<file path="config.mk">
export PLATFORM = sky130hd
export DESIGN_NAME = mul_div_unit
export DESIGN_NICKNAME = d
export VERILOG_FILES = /design/src/rtl/mdu_pkg.sv /design/src/rtl/mul_div_unit.sv
export SDC_FILE = /design/constraint.sdc
export NUM_CORES = 1
export LEC_CHECK = 0
export CORE_ASPECT_RATIO = 1.1
export CORE_MARGIN = 3
export CORE_UTILIZATION = 45
export DETAILED_ROUTE_END_ITERATION = 8
export GPL_TIMING_DRIVEN = 0
export HOLD_SLACK_MARGIN = 0.03
export PLACE_DENSITY_LB_ADDON = 0.25
export SYNTH_ARGS = -nofsm -noshare
export SYNTH_HDL_FRONTEND = slang
export SYNTH_SLANG_ARGS = --single-unit
export TNS_END_PERCENT = 100
</file>
<file path="constraint.sdc">
create_clock -name clk -period 4 [get_ports clk]
set_input_delay 0.8 -clock clk [delete_from_list [all_inputs] [get_ports clk]]
set_output_delay 0.8 -clock clk [all_outputs]
set_load 0.02 [all_outputs]
</file>
<file path="src/rtl/mdu_pkg.sv">
// mdu_pkg: shared definitions for the multiply/divide unit.
// Op encodings, FSM state enum and the iteration count.
package mdu_pkg;

  localparam int ITER = 32;

  typedef enum logic [2:0] {
    OP_MULT  = 3'b000,
    OP_MULTU = 3'b001,
    OP_DIV   = 3'b010,
    OP_DIVU  = 3'b011,
    OP_MTHI  = 3'b100,
    OP_MTLO  = 3'b101
  } op_e;

  typedef enum logic [1:0] {
    S_IDLE = 2'd0,
    S_CALC = 2'd1,
    S_FIX  = 2'd2
  } state_e;

endpackage

</file>
<file path="src/rtl/mul_div_unit.sv">
// mul_div_unit: iterative HI/LO multiply/divide unit, 33-cycle latency.
// Ports: clk, rst_n (async, active low), start/op/A/B request,
//        busy, done pulse, div_by_zero (valid with done), hi, lo.
module mul_div_unit
  import mdu_pkg::*;
#(
  parameter int WIDTH = 32
) (
  input  logic             clk,
  input  logic             rst_n,
  input  logic             start,
  input  logic [2:0]       op,
  input  logic [WIDTH-1:0] A,
  input  logic [WIDTH-1:0] B,
  output logic             busy,
  output logic             done,
  output logic             div_by_zero,
  output logic [WIDTH-1:0] hi,
  output logic [WIDTH-1:0] lo
);

  localparam int CW = $clog2(ITER);

  state_e           r_state;
  logic [CW-1:0]    r_cnt;
  logic             r_is_div;
  logic             r_dz;
  logic             r_neg_lo;
  logic             r_neg_hi;
  logic [WIDTH-1:0] r_b;
  logic [WIDTH-1:0] r_p_hi;
  logic [WIDTH-1:0] r_p_lo;
  logic [WIDTH-1:0] r_hi;
  logic [WIDTH-1:0] r_lo;
  logic             r_done;
  logic             r_dbz;

  // operand conditioning at launch
  logic             w_sgn;
  logic             w_sa;
  logic             w_sb;
  logic [WIDTH-1:0] w_a_mag;
  logic [WIDTH-1:0] w_b_mag;

  assign w_sgn   = ~op[0];
  assign w_sa    = w_sgn & A[WIDTH-1];
  assign w_sb    = w_sgn & B[WIDTH-1];
  assign w_a_mag = w_sa ? -A : A;
  assign w_b_mag = w_sb ? -B : B;

  // shift-add step: {p_hi,p_lo} holds partial product
  // over the not-yet-consumed multiplier bits
  logic [WIDTH:0]   w_madd;
  logic [WIDTH-1:0] w_m_hi;
  logic [WIDTH-1:0] w_m_lo;

  assign w_madd = {1'b0, r_p_hi}
                + (r_p_lo[0] ? {1'b0, r_b} : '0);
  assign w_m_hi = w_madd[WIDTH:1];
  assign w_m_lo = {w_madd[0], r_p_lo[WIDTH-1:1]};

  // restoring divide step: p_hi is the partial
  // remainder, p_lo shifts dividend out / quotient in.
  // A passing subtract always fits in WIDTH bits.
  logic [WIDTH:0]   w_dsh;
  logic             w_dge;
  logic [WIDTH-1:0] w_dsub;
  logic [WIDTH-1:0] w_d_hi;
  logic [WIDTH-1:0] w_d_lo;

  assign w_dsh  = {r_p_hi, r_p_lo[WIDTH-1]};
  assign w_dge  = (w_dsh >= {1'b0, r_b});
  assign w_dsub = w_dsh[WIDTH-1:0] - r_b;
  assign w_d_hi = w_dge ? w_dsub : w_dsh[WIDTH-1:0];
  assign w_d_lo = {r_p_lo[WIDTH-2:0], w_dge};

  // sign correction for the final write
  logic [2*WIDTH-1:0] w_prod;
  logic [2*WIDTH-1:0] w_prod_fix;
  logic [WIDTH-1:0]   w_quo_fix;
  logic [WIDTH-1:0]   w_rem_fix;

  assign w_prod     = {r_p_hi, r_p_lo};
  assign w_prod_fix = r_neg_lo ? -w_prod : w_prod;
  // divide by zero leaves |A| in the remainder,
  // so the sign fix restores hi = A
  assign w_quo_fix  = r_dz ? '1
                    : (r_neg_lo ? -r_p_lo : r_p_lo);
  assign w_rem_fix  = r_neg_hi ? -r_p_hi : r_p_hi;

  always_ff @(posedge clk or negedge rst_n) begin
    if (!rst_n) begin
      r_state  <= S_IDLE;
      r_cnt    <= '0;
      r_is_div <= 1'b0;
      r_dz     <= 1'b0;
      r_neg_lo <= 1'b0;
      r_neg_hi <= 1'b0;
      r_b      <= '0;
      r_p_hi   <= '0;
      r_p_lo   <= '0;
      r_hi     <= '0;
      r_lo     <= '0;
      r_done   <= 1'b0;
      r_dbz    <= 1'b0;
    end else begin
      r_done <= 1'b0;
      case (r_state)
        S_IDLE: begin
          if (start) begin
            case (op)
              OP_MULT, OP_MULTU,
              OP_DIV, OP_DIVU: begin
                r_state  <= S_CALC;
                r_cnt    <= '0;
                r_is_div <= op[1];
                r_dz     <= (B == '0);
                r_neg_lo <= w_sa ^ w_sb;
                r_neg_hi <= w_sa;
                r_p_hi   <= '0;
                r_p_lo   <= op[1] ? w_a_mag : w_b_mag;
                r_b      <= op[1] ? w_b_mag : w_a_mag;
              end
              OP_MTHI: r_hi <= A;
              OP_MTLO: r_lo <= A;
              default: ;
            endcase
          end
        end
        S_CALC: begin
          if (r_is_div) begin
            r_p_hi <= w_d_hi;
            r_p_lo <= w_d_lo;
          end else begin
            r_p_hi <= w_m_hi;
            r_p_lo <= w_m_lo;
          end
          r_cnt <= r_cnt + 1'b1;
          if (r_cnt == CW'(ITER - 1)) begin
            r_state <= S_FIX;
          end
        end
        S_FIX: begin
          if (r_is_div) begin
            r_hi <= w_rem_fix;
            r_lo <= w_quo_fix;
          end else begin
            r_hi <= w_prod_fix[2*WIDTH-1:WIDTH];
            r_lo <= w_prod_fix[WIDTH-1:0];
          end
          r_dbz   <= r_is_div & r_dz;
          r_done  <= 1'b1;
          r_state <= S_IDLE;
        end
        default: r_state <= S_IDLE;
      endcase
    end
  end

  assign busy        = (r_state != S_IDLE);
  assign done        = r_done;
  assign div_by_zero = r_dbz;
  assign hi          = r_hi;
  assign lo          = r_lo;

endmodule
</file>
==> results.py, run 1 <==
metrics = {
    "global_routing": {
        "grt_pass1_vias": 15220,
        "overflow": 0,
        "grt_start_max_net_pins": 114,
        "initial_antenna_violation_count": 0,
        "groute.usage.overall": 0.3344,
        "wire_length_of_the_first_global_routing_pass_mm": 93.01,
    },
    "critical_path": {
        "worst_ep_required_ps": 4320,
        "worst-endpoint-arrival_ps": 4110,
        "crit_path_cell_trace": "inv_1, ha_1, nand2b_1, nand4b_1, or4_4, or3b_1, nor4_1, nand2_1, a21oi_1, xor2_1, o21ai_0",
        "cp-start-kind": "flip-flop",
        "critical-path-max-stage-delay_ps": 610,
        "critical_path_peak_fanout": 7,
        "timing.critical_path.slowest_stage_cell": "sky130_fd_sc_hd__or4_4",
        "crit_path_end_kind": "flip-flop",
        "worst-setup-path-type": "flip-flop to flip-flop",
    },
    "cells_and_area": {
        "final_area_um2": 17820,
        "finalNetCount": 2300,
        "n_antenna_cell": 0,
        "layout.cells.most_common_list": "sky130_fd_sc_hd__nand2_1 (233), sky130_fd_sc_hd__nor2_1 (208), sky130_fd_sc_hd__o21ai_0 (204), sky130_fd_sc_hd__a21oi_1 (199), sky130_fd_sc_hd__dfrtp_1 (172)",
        "final_core_util": 0.5342,
        "layout_commonest_cell": "sky130_fd_sc_hd__nand2_1",
        "post_route_cells_drive_above_1_share": 0.04007,
        "syn_to_final_growth_pct": 16.67,
        "fill_cells": 3272,
    },
    "sta": {
        "setup_viol": 0,
        "maxSlewViolCount": 0,
        "finalClockSkew_ps": 12.50,
        "grt_setup_unrepaired": "no",
        "final.min_clock_period_ps": 3793,
        "timing_worst_slew_pin_value_ps": 904.3,
        "clock.fmax_mhz": 263.6,
        "timing.final.hold_violations": 0,
        "timing.final.crit_share": 0.9484,
        "slew_headroom": 0.3971,
    },
    "logic_synthesis": {
        "synth_seq_cells": 173,
        "synth_enable_flop_cells": 0,
        "synth_seq_area_share": 0.2834,
        "yosysWarnings": 0,
        "synthArstFlopShare": 1.000,
        "post_synth_and_or_nand_nor_area_fraction": 0.2040,
        "distinct_cell_type_count_of_the_synthesized_netlist": 81,
        "synth.mux.area_fraction": 0.04144,
        "synth.net_count": 2148,
        "synth-main-ff-cell": "sky130_fd_sc_hd__dfrtp_1",
        "synth_fa_ha_area_frac": 0.05995,
        "syn-cell-area_um2": 15280,
        "syn_area_per_cell_um2": 7.616,
        "synth_top_family_by_area": "compound AO/OA/AOI/OAI gates",
        "synthCells": 2006,
        "synth_xor_xnor_area_share": 0.09689,
        "compound_gate_fraction_of_synth_area": 0.2650,
    },
    "drt": {
        "drc": 0,
        "route.final.wire_length_mm": 61.95,
        "final_antenna_net_count": 0,
        "initialDrtViolationCount": 2004,
        "post_drt_via_cell_ratio": 6.288,
        "avg_wl_per_cell_um": 23.80,
        "dr.pass1.iters": 6,
        "vias": 16370,
    },
    "floorplanning": {
        "coreArea_um2": 33370,
        "std_cell_rows": 70,
        "floorplan.initialDensity": 0.4578,
        "fp.dieArea_um2": 36200,
        "die-width_um": 181.7,
        "fp.dieH_um": 199.2,
        "num_io_pins": 137,
    },
    "power": {
        "cell_internal_pwr_w": 0.008488,
        "power_frac_seq": 0.205,
        "power.ir.vdd_worst_mv": 0.5659,
        "power.switching_w": 0.009364,
        "power.density_nw_per_um2": 1001,
        "pwr-share-clk": 0.103,
        "pwr-share-comb": 0.692,
        "power.leakage_nw": 7.405,
        "power_w": 0.01785,
        "swShare": 0.5245,
    },
    "cts": {
        "cts_tree": "yes",
        "cts-root-to-sink-buffers": 2,
        "clk_root_buffer_cell": "sky130_fd_sc_hd__clkbuf_16",
        "worst_skew_pair.late_latency_ps": 460,
        "cts_hold_repair.buffers": 0,
        "cts-htree-levels": 4,
        "cts-buffers-inserted": 17,
        "cts.clk_slew.worst_paths_ps": 70,
        "number_of_clock_sinks": 173,
    },
    "place": {
        "dp_hpwl_mm": 49.27,
        "port_buffers": 133,
        "place_congestion": 0.9892,
        "dpl-instance-area_um2": 17180,
    },
    "status": {
        "run_status": "complete, no violations",
    },
    "worst_hold_path": {
        "timing.hold.worst.class": "input port to async pin",
    },
    "job": {
        "drv.max_cap_violation_count": 0,
    },
}
[area by class of cell]
type / instances / area [um2] / share of cell area
timing repair buffer: 134 / 1364 / 0.07651
tap: 432 / 540.5 / 0.03032
clock buffer: 23 / 498.0 / 0.02794
sequential: 173 / 4330 / 0.2429
buffer: 121 / 488.0 / 0.02738
multi-input combinational: 1641 / 10210 / 0.5728
inverter: 70 / 262.8 / 0.01474
clock inverter: 9 / 131.4 / 0.007370
[layer usage]
layer  share of wire  routed length [um]  global-route usage  vias to the layer above
met5               0                   0                   0                        -
met2            0.44               27420              0.5321                      902
li1                -                   -                   -                     7525
met4           0.056                3464              0.1685                        0
met3           0.086                5305             0.04715                      160
met1            0.42               25760              0.4472                     7781
[worst max-delay path, delay by kind of cell, from the launching register on]
family,cells,cell delay [ps]
compound gates,2,360
simple gates,6,2010
flops,1,490
buf+inv,1,270
xor+xnor,1,300
fa+ha+maj,1,220
[through the flow]
| stage | instances | TNS (ps) | worst slack [ps] | hold slack, ps |
|---|---|---|---|---|
| global route | 2603 | 0 | 45.13 | 293.6 |
| floorplan | 2006 | 0 | 761.1 | 449.7 |
| global placement | 2571 | -903750 | -5232 | 463.1 |
| CTS | 2603 | 0 | 153.3 | 268.4 |
| detailed placement | 2572 | -2650 | -499.0 | 470.0 |
| finish | 2603 | 0 | 206.5 | 261.7 |
[Yosys cell counts, types with 11 or more instances]
cell                       number  area [um2]
sky130_fd_sc_hd__nand3_1       34       170.2
sky130_fd_sc_hd__nand2_1      233       874.6
sky130_fd_sc_hd__a21o_1        29       217.7
sky130_fd_sc_hd__xnor2_1      100       875.8
sky130_fd_sc_hd__or3_1         23       143.9
sky130_fd_sc_hd__ha_1          70       875.8
sky130_fd_sc_hd__dfrtp_1      173        4329
sky130_fd_sc_hd__nor4_1        23       143.9
sky130_fd_sc_hd__or2_2         11       68.82
sky130_fd_sc_hd__a211oi_1      17       127.6
sky130_fd_sc_hd__nand2b_1      16       100.1
sky130_fd_sc_hd__xor2_1        69       604.3
sky130_fd_sc_hd__a21oi_1      199       996.0
sky130_fd_sc_hd__nand4_1       16       100.1
sky130_fd_sc_hd__clkbuf_1     102       382.9
sky130_fd_sc_hd__o21ai_0      205        1026
sky130_fd_sc_hd__and2_1        11       68.82
sky130_fd_sc_hd__a22oi_1       31       232.7
sky130_fd_sc_hd__nor2_1       208       780.8
sky130_fd_sc_hd__o22ai_1       29       181.4
sky130_fd_sc_hd__nor3_1        38       190.2
sky130_fd_sc_hd__a31oi_1       20       125.1
sky130_fd_sc_hd__nor2b_1       12       75.07
sky130_fd_sc_hd__o41ai_1       13       113.9
sky130_fd_sc_hd__and3_1        13       81.33
sky130_fd_sc_hd__inv_1         69       259.0
sky130_fd_sc_hd__mux2i_1       61       610.6
sky130_fd_sc_hd__or4_1         12       90.09
sky130_fd_sc_hd__o31ai_1       23       172.7
[power by group through the flow]
stage	registers, W	clock network, W	logic (W)
finish	0.00367	0.00184	0.0123
global route	0.00375	0.00191	0.0134
CTS	0.00362	0.00184	0.0121
detailed placement	0.00363	0	0.0120
global placement	0.00361	0	0.0119
floorplan	0.00361	0	0.00818
[kinds of logic (layout without fill, tap and decap cells)]
group,count (synthesis),count (layout)
flip-flops,173,173
XOR/XNOR,169,169
AND/OR/NAND/NOR,673,673
buffers and inverters,192,357
multiplexers,63,63
AO/OA/AOI/OAI,664,664
adder cells (fa/ha/maj),72,72
[what timing repair did]
action,CTS,global route
gates resized for setup,3,2
setup buffers,0,0
gates cloned,0,0
pin swaps,0,0
setup endpoints to repair,7,4
[state kept, by name, summed over array words and instances, names as in the netlist, 2 cells and up]
signal and flops:
hi 32, r_b 32, r_p_lo 32, lo 32, r_state 2, r_cnt 5
r_p_hi 32
[final timing paths]
path	startpoint	end	slack, ps	cells after the start
setup / recovery	r_p_hi[1]$_DFFE_PN0P_	hi[28]$_DFFE_PN0P_	210	11
hold / removal	rst_n	lo[11]$_DFFE_PN0P_	260	1
setup reg to reg	r_p_hi[1]$_DFFE_PN0P_	hi[28]$_DFFE_PN0P_	210	11
hold reg to reg	lo[4]$_DFFE_PN0P_	lo[4]$_DFFE_PN0P_	480	2
max in group asynchronous	rst_n	r_p_lo[0]$_DFFE_PN0P_	2730	2
min in group clk	lo[4]$_DFFE_PN0P_	lo[4]$_DFFE_PN0P_	480	2
No activity file was read; power rests on OpenSTA's default activity.
==> inputs of run 2 (changes only) <==
--- a/config.mk
+++ b/config.mk
@@ -9,9 +9,7 @@
 export CORE_MARGIN = 3
 export CORE_UTILIZATION = 45
 export DETAILED_ROUTE_END_ITERATION = 8
-export GPL_TIMING_DRIVEN = 0
 export HOLD_SLACK_MARGIN = 0.03
-export PLACE_DENSITY_LB_ADDON = 0.25
 export SYNTH_ARGS = -nofsm -noshare
 export SYNTH_HDL_FRONTEND = slang
 export SYNTH_SLANG_ARGS = --single-unit
==> run 2 against run 1 <==
  * Total power decreased by 0.45%
  * Fmax increased by 3.6%
  * Wire length decreased by 1.5%
  * Clock skew increased by 2.1 ps
  * Final cell count decreased by 1.5%
  * Combinational power about the same
  * Sequential power decreased by 1%
  * First-iteration DRC count decreased by 20%
  * Sequential cell count unchanged
  * Clock power decreased by 9%
  * Via count decreased by 3.5%
  * Critical path type unchanged
  * Critical endpoint is now r_p_hi[23]$_DFFE_PN0P_
  * Largest power group unchanged
==> results.py, run 2 (synthesized netlist as in run 1, its figures left out) <==
metrics = {
    "drt": {
        "post_drt_via_cell_ratio": 6.165,
        "route.final.wire_length_mm": 61.01,
        "final_antenna_net_count": 0,
        "vias": 15800,
        "initialDrtViolationCount": 1601,
        "avg_wl_per_cell_um": 23.80,
        "drc": 0,
        "dr.pass1.iters": 5,
    },
    "global_routing": {
        "grt_start_max_net_pins": 87,
        "initial_antenna_violation_count": 0,
        "grt_pass1_vias": 14960,
        "overflow": 0,
        "wire_length_of_the_first_global_routing_pass_mm": 92.36,
        "groute.usage.overall": 0.3319,
    },
    "place": {
        "placed_cells_incl_taps": 2531,
        "port_buffers": 136,
        "place_congestion": 0.9671,
        "dpl-instance-area_um2": 17300,
        "dp_hpwl_mm": 48.03,
    },
    "critical_path": {
        "beginning_of_the_worst_register_to_register_path": "r_p_lo[0]$_DFFE_PN0P_",
        "worst_ep_required_ps": 4300,
        "crit_path_end_kind": "flip-flop",
        "timing.critical_path.slowest_stage_cell": "sky130_fd_sc_hd__dfrtp_1",
        "r2r_cells": 14,
        "critical_path_peak_fanout": 8,
        "crit_path_cell_trace": "and2_1, ha_1, inv_1, fa_1, nand2b_1, a21oi_1, o21ai_0, a22oi_1, a31oi_1, buf_4, o31ai_1, xnor2_1, a22oi_1, o21ai_0",
        "worst-endpoint-arrival_ps": 3960,
        "critical-path-max-stage-delay_ps": 570,
        "reg2reg_slack_ps": 340,
        "reg2reg_to": "r_p_hi[23]$_DFFE_PN0P_",
        "cp-start-kind": "flip-flop",
        "worst-setup-path-type": "flip-flop to flip-flop",
    },
    "power": {
        "power.ir.vdd_worst_mv": 0.6327,
        "power_w": 0.01777,
        "power_frac_seq": 0.204,
        "power.density_nw_per_um2": 995.0,
        "cell_internal_pwr_w": 0.008507,
        "pwr-share-clk": 0.094,
        "swShare": 0.5213,
        "power.leakage_nw": 7.568,
        "power.switching_w": 0.009264,
        "pwr-share-comb": 0.702,
    },
    "sta": {
        "slew_headroom": 0.2638,
        "grt_setup_unrepaired": "no",
        "fin_setup_tns_ps": 0,
        "final.min_clock_period_ps": 3660,
        "timing.final.crit_share": 0.9150,
        "timing.final.hold_violations": 0,
        "clock.fmax_mhz": 273.2,
        "finalClockSkew_ps": 14.57,
        "timing_worst_slew_pin_value_ps": 1104,
        "maxSlewViolCount": 0,
        "setup_viol": 0,
        "finalHoldWorstSlack_ps": 334.8,
    },
    "floorplanning": {
        "fp.dieH_um": 199.2,
        "num_io_pins": 137,
        "fp.dieArea_um2": 36200,
        "coreArea_um2": 33370,
        "std_cell_rows": 70,
        "floorplan.initialDensity": 0.4578,
        "die-width_um": 181.7,
    },
    "worst_hold_path": {
        "timing.hold.worst.class": "input port to async pin",
    },
    "cts": {
        "cts-buffers-inserted": 17,
        "number_of_clock_sinks": 173,
        "cts_hold_repair.buffers": 0,
        "cts_tree": "yes",
        "clk_root_buffer_cell": "sky130_fd_sc_hd__clkbuf_16",
        "cts-root-to-sink-buffers": 2,
        "cts-htree-levels": 4,
        "cts.clk_slew.worst_paths_ps": 70,
        "worst_skew_pair.late_latency_ps": 460,
        "number_of_setup_buffers_added_after_cts": 0,
        "post_cts_resize_count": 0,
    },
    "cells_and_area": {
        "layout.cells.most_common_list": "sky130_fd_sc_hd__nand2_1 (233), sky130_fd_sc_hd__nor2_1 (208), sky130_fd_sc_hd__o21ai_0 (205), sky130_fd_sc_hd__a21oi_1 (199), sky130_fd_sc_hd__dfrtp_1 (172)",
        "finalNetCount": 2260,
        "n_antenna_cell": 0,
        "post_route_cells_drive_above_1_share": 0.07321,
        "syn_to_final_growth_pct": 16.90,
        "fill_cells": 3298,
        "final_area_um2": 17860,
        "seqCellArea_um2": 4330,
        "final_cell_count_no_fill": 2563,
        "multiInputGateArea_um2": 10200,
        "layout_commonest_cell": "sky130_fd_sc_hd__nand2_1",
    },
    "status": {
        "run_status": "complete, no violations",
    },
    "job": {
        "drv.max_cap_violation_count": 0,
    },
}
## run 2: cell count changes in the layout (fill, tap and decap cells not counted), sizes merged
cell           before  now
inv                71   76
buf                22   81
clkdlybuf4s50     132  134
clkbuf            124   18
bufinv              3    1
clkinvlp            0    2
## run 2: final cells by class
type | count | area share
Sequential cell | 173 | 0.2425
Clock inverter | 14 | 0.007496
Tap cell | 432 | 0.03026
Clock buffer | 18 | 0.02403
Timing Repair Buffer | 215 | 0.1101
Multi-Input combinational cell | 1641 | 0.5710
Inverter | 70 | 0.01471
## run 2: power groups by stage
stage	Clock, W	Combinational, W	Sequential (W)
6_report	0.00167	0.0125	0.00362
5_1_grt	0.00177	0.0136	0.00371
3_5_place_dp	0	0.0123	0.00361
2_1_floorplan	0	0.00818	0.00361
4_1_cts	0.00170	0.0123	0.00358
3_3_place_gp	0	0.0122	0.00359
## run 2: how the worst max path moves through the flow
stage                                      from                endpoint  slack (ps)  depth (start not counted)
after detailed placement                   B[8]  r_p_lo[28]$_DFFE_PN0P_         280                         10
after global routing      r_p_lo[0]$_DFFE_PN0P_  r_p_hi[27]$_DFFE_PN0P_           6                         14
final                     r_p_lo[0]$_DFFE_PN0P_  r_p_hi[23]$_DFFE_PN0P_         340                         14
after floorplan           r_p_lo[0]$_DFFE_PN0P_  r_p_hi[25]$_DFFE_PN0P_         760                         14
after CTS                 r_p_lo[0]$_DFFE_PN0P_  r_p_hi[23]$_DFFE_PN0P_         380                         14
after global placement                     B[8]  r_p_lo[30]$_DFFE_PN0P_         310                         10
## run 2: critical path: cells and delay by family, from the launching register on
kind                     cells  cell delay, ps
buffers and inverters        2             240
AO/OA/AOI/OAI                7            1640
AND/OR/NAND/NOR              2             410
adder cells (fa/ha/maj)      2             540
XOR/XNOR                     1             100
flip-flops                   1             570
## run 2: layer usage
| layer | up-vias | global-route usage | share of wire |
|---|---|---|---|
| met3 | 116 | 0.04752 | 0.066 |
| li1 | 7437 | - | - |
| met2 | 692 | 0.5073 | 0.43 |
| met5 | - | 0 | 0 |
| met1 | 7555 | 0.4645 | 0.45 |
| met4 | 0 | 0.1574 | 0.052 |
## run 2: metrics by stage
step           worst slack, ps  utilization
6_report                 339.9       0.5352
5_1_grt                  5.540       0.5352
4_1_cts                  376.1       0.5352
3_5_place_dp             284.9       0.5183
3_3_place_gp             310.8       0.5183
2_1_floorplan            761.1            -
==> inputs of run 3 (changes only) <==
--- a/config.mk
+++ b/config.mk
@@ -5,7 +5,7 @@
 export SDC_FILE = /design/constraint.sdc
 export NUM_CORES = 1
 export LEC_CHECK = 0
-export CORE_ASPECT_RATIO = 1.1
+export CORE_ASPECT_RATIO = 1.5
 export CORE_MARGIN = 3
 export CORE_UTILIZATION = 45
 export DETAILED_ROUTE_END_ITERATION = 8
==> run 3 against run 2 <==
  * Total power rose by 3.3%
  * Sequential power is essentially flat
  * Via count grew 1.9%
  * Worst setup slack got worse by 46 ps
  * Non-clock buffer count rose by 12
  * Register-to-register slack lost 50 ps
  * Clock skew is 4.2 ps higher
  * Global-route usage up 2.5 points
  * Combinational power is 4% higher
  * Utilization rose by 0.29 points
  * Sequential share of layout area fell by 0.19 points
==> results.py, run 3 (synthesized netlist as in run 1, its figures left out) <==
metrics = {
    "floorplanning": {
        "std_cell_rows": 82,
        "floorplan.initialDensity": 0.4568,
        "die-width_um": 156.4,
        "num_io_pins": 137,
        "fp.dieArea_um2": 36240,
        "coreArea_um2": 33450,
        "fp.dieH_um": 231.7,
    },
    "power": {
        "cell_internal_pwr_w": 0.008606,
        "power.leakage_nw": 7.646,
        "power.switching_w": 0.009744,
        "pwr-share-clk": 0.093,
        "power.density_nw_per_um2": 1020,
        "swShare": 0.5310,
        "power.ir.vdd_worst_mv": 0.7349,
        "pwr-share-comb": 0.710,
        "power_frac_seq": 0.197,
    },
    "critical_path": {
        "worst_ep_required_ps": 4360,
        "worst-endpoint-arrival_ps": 4070,
        "worst-setup-path-type": "flip-flop to flip-flop",
        "critical_path_peak_fanout": 5,
        "crit_path_end_kind": "flip-flop",
        "cp-start-kind": "flip-flop",
    },
    "sta": {
        "grt_setup_unrepaired": "no",
        "clock.fmax_mhz": 269.8,
        "timing.final.crit_share": 0.9265,
        "maxSlewViolCount": 0,
        "slew_headroom": 0.3329,
        "timing.final.hold_violations": 0,
        "final.min_clock_period_ps": 3706,
        "setup_viol": 0,
        "timing_worst_slew_pin_value_ps": 998.2,
        "finalClockSkew_ps": 18.73,
        "finalHoldWorstSlack_ps": 353.6,
        "fin_setup_tns_ps": 0,
    },
    "global_routing": {
        "global_route.usage.met2": 0.6239,
        "met1_resource_use_gr": 0.3834,
        "groute.usage.overall": 0.3566,
        "initial_antenna_violation_count": 0,
        "overflow": 0,
        "grt_util_met3": 0.04185,
        "wire_length_of_the_first_global_routing_pass_mm": 96.77,
        "grt_most_used_layer": "met2",
        "grt_pass1_vias": 15810,
        "grt_start_max_net_pins": 77,
    },
    "drt": {
        "final_antenna_net_count": 0,
        "initialDrtViolationCount": 1274,
        "post_drt_via_cell_ratio": 6.278,
        "drc": 0,
        "route.final.wire_length_mm": 65.43,
        "avg_wl_per_cell_um": 25.52,
        "dr.pass1.iters": 7,
        "vias": 16100,
    },
    "cells_and_area": {
        "syn_to_final_growth_pct": 17.81,
        "final_core_util": 0.5381,
        "seqCellArea_um2": 4330,
        "layout_commonest_cell": "sky130_fd_sc_hd__nand2_1",
        "fill_cells": 3309,
        "layout.cells.most_common_list": "sky130_fd_sc_hd__nand2_1 (233), sky130_fd_sc_hd__nor2_1 (208), sky130_fd_sc_hd__o21ai_0 (205), sky130_fd_sc_hd__a21oi_1 (199), sky130_fd_sc_hd__dfrtp_1 (172)",
        "multiInputGateArea_um2": 10200,
        "post_route_cells_drive_above_1_share": 0.07933,
        "finalNetCount": 2272,
    },
    "job": {
        "drv.max_cap_violation_count": 0,
    },
    "cts": {
        "number_of_setup_buffers_added_after_cts": 0,
        "cts_hold_repair.buffers": 0,
        "cts.clk_slew.worst_paths_ps": 80,
        "number_of_clock_sinks": 173,
        "clk_root_buffer_cell": "sky130_fd_sc_hd__clkbuf_16",
        "cts-root-to-sink-buffers": 2,
        "cts-buffers-inserted": 17,
        "cts_tree": "yes",
        "worst_skew_pair.late_latency_ps": 470,
        "cts-htree-levels": 4,
        "post_cts_resize_count": 0,
    },
    "worst_hold_path": {
        "timing.hold.worst.class": "input port to async pin",
    },
    "place": {
        "dp_hpwl_mm": 51.86,
        "place_congestion": 0.9875,
        "port_buffers": 136,
    },
    "status": {
        "run_status": "complete, no violations",
    },
}
## run 3: worst paths after layout
check                                   startpoint                endpoint  slack (ps)  cells past startpoint
min in group clk                lo[16]$_DFFE_PN0P_      lo[16]$_DFFE_PN0P_         480                      2
worst max register to register  r_b[0]$_DFFE_PN0P_  r_p_hi[24]$_DFFE_PN0P_         290                     12
worst min-delay path                         rst_n   r_p_lo[9]$_DFFE_PN0P_         350                      1
worst min register to register  lo[16]$_DFFE_PN0P_      lo[16]$_DFFE_PN0P_         480                      2
worst max-delay path            r_b[0]$_DFFE_PN0P_  r_p_hi[24]$_DFFE_PN0P_         290                     12
max in group asynchronous                    rst_n          done$_DFF_PN0_        2750                      2
## run 3: power groups by stage
stage | Sequential [W] | Combinational, W | Clock [W]
2_1_floorplan | 0.00361 | 0.00818 | 0
3_3_place_gp | 0.00360 | 0.0127 | 0
3_5_place_dp | 0.00362 | 0.0128 | 0
4_1_cts | 0.00359 | 0.0128 | 0.00172
5_1_grt | 0.00369 | 0.0141 | 0.00178
6_report | 0.00362 | 0.0130 | 0.00170
## run 3: layout make-up
cell class,count,share of cell area
inverter,70,0.01460
clock buffer,18,0.02440
clock inverter,14,0.007855
antenna,1,0.0001390
multi-input combinational,1641,0.5669
sequential,173,0.2406
timing repair buffer,227,0.1163
tap,420,0.02920
## run 3: metal layers
layer  wire length [um]  share of wire  vias up
li1                   -              -     7464
met1              23400           0.36     7718
met2              32820           0.50      690
met3               3059          0.047      224
met4               6147          0.094        0
met5                  0              0        -
## run 3: per-stage QoR
stage	setup slack, ps	area, um2	cells	power, W
after floorplan	761.1	15280	2006	0.01179
after global placement	158.1	17410	2531	0.01630
after detailed placement	289.2	17420	2531	0.01641
after CTS	401.4	18000	2563	0.01815
after global routing	210.0	18000	2563	0.01956
final	293.8	18000	2564	0.01835
## run 3: worst max-delay path, cell delays in order (launching register included)
cell and delay, ps:
sky130_fd_sc_hd__dfrtp_1 450, sky130_fd_sc_hd__ha_1 200, sky130_fd_sc_hd__inv_1 50, sky130_fd_sc_hd__fa_1 430, sky130_fd_sc_hd__a211oi_1 370, sky130_fd_sc_hd__o21ai_0 400
sky130_fd_sc_hd__nand3_1 280, sky130_fd_sc_hd__a31oi_1 230, sky130_fd_sc_hd__o31a_1 360, sky130_fd_sc_hd__or3_1 320, sky130_fd_sc_hd__nand4_1 100, sky130_fd_sc_hd__a21oi_1 110
sky130_fd_sc_hd__a221o_1 310
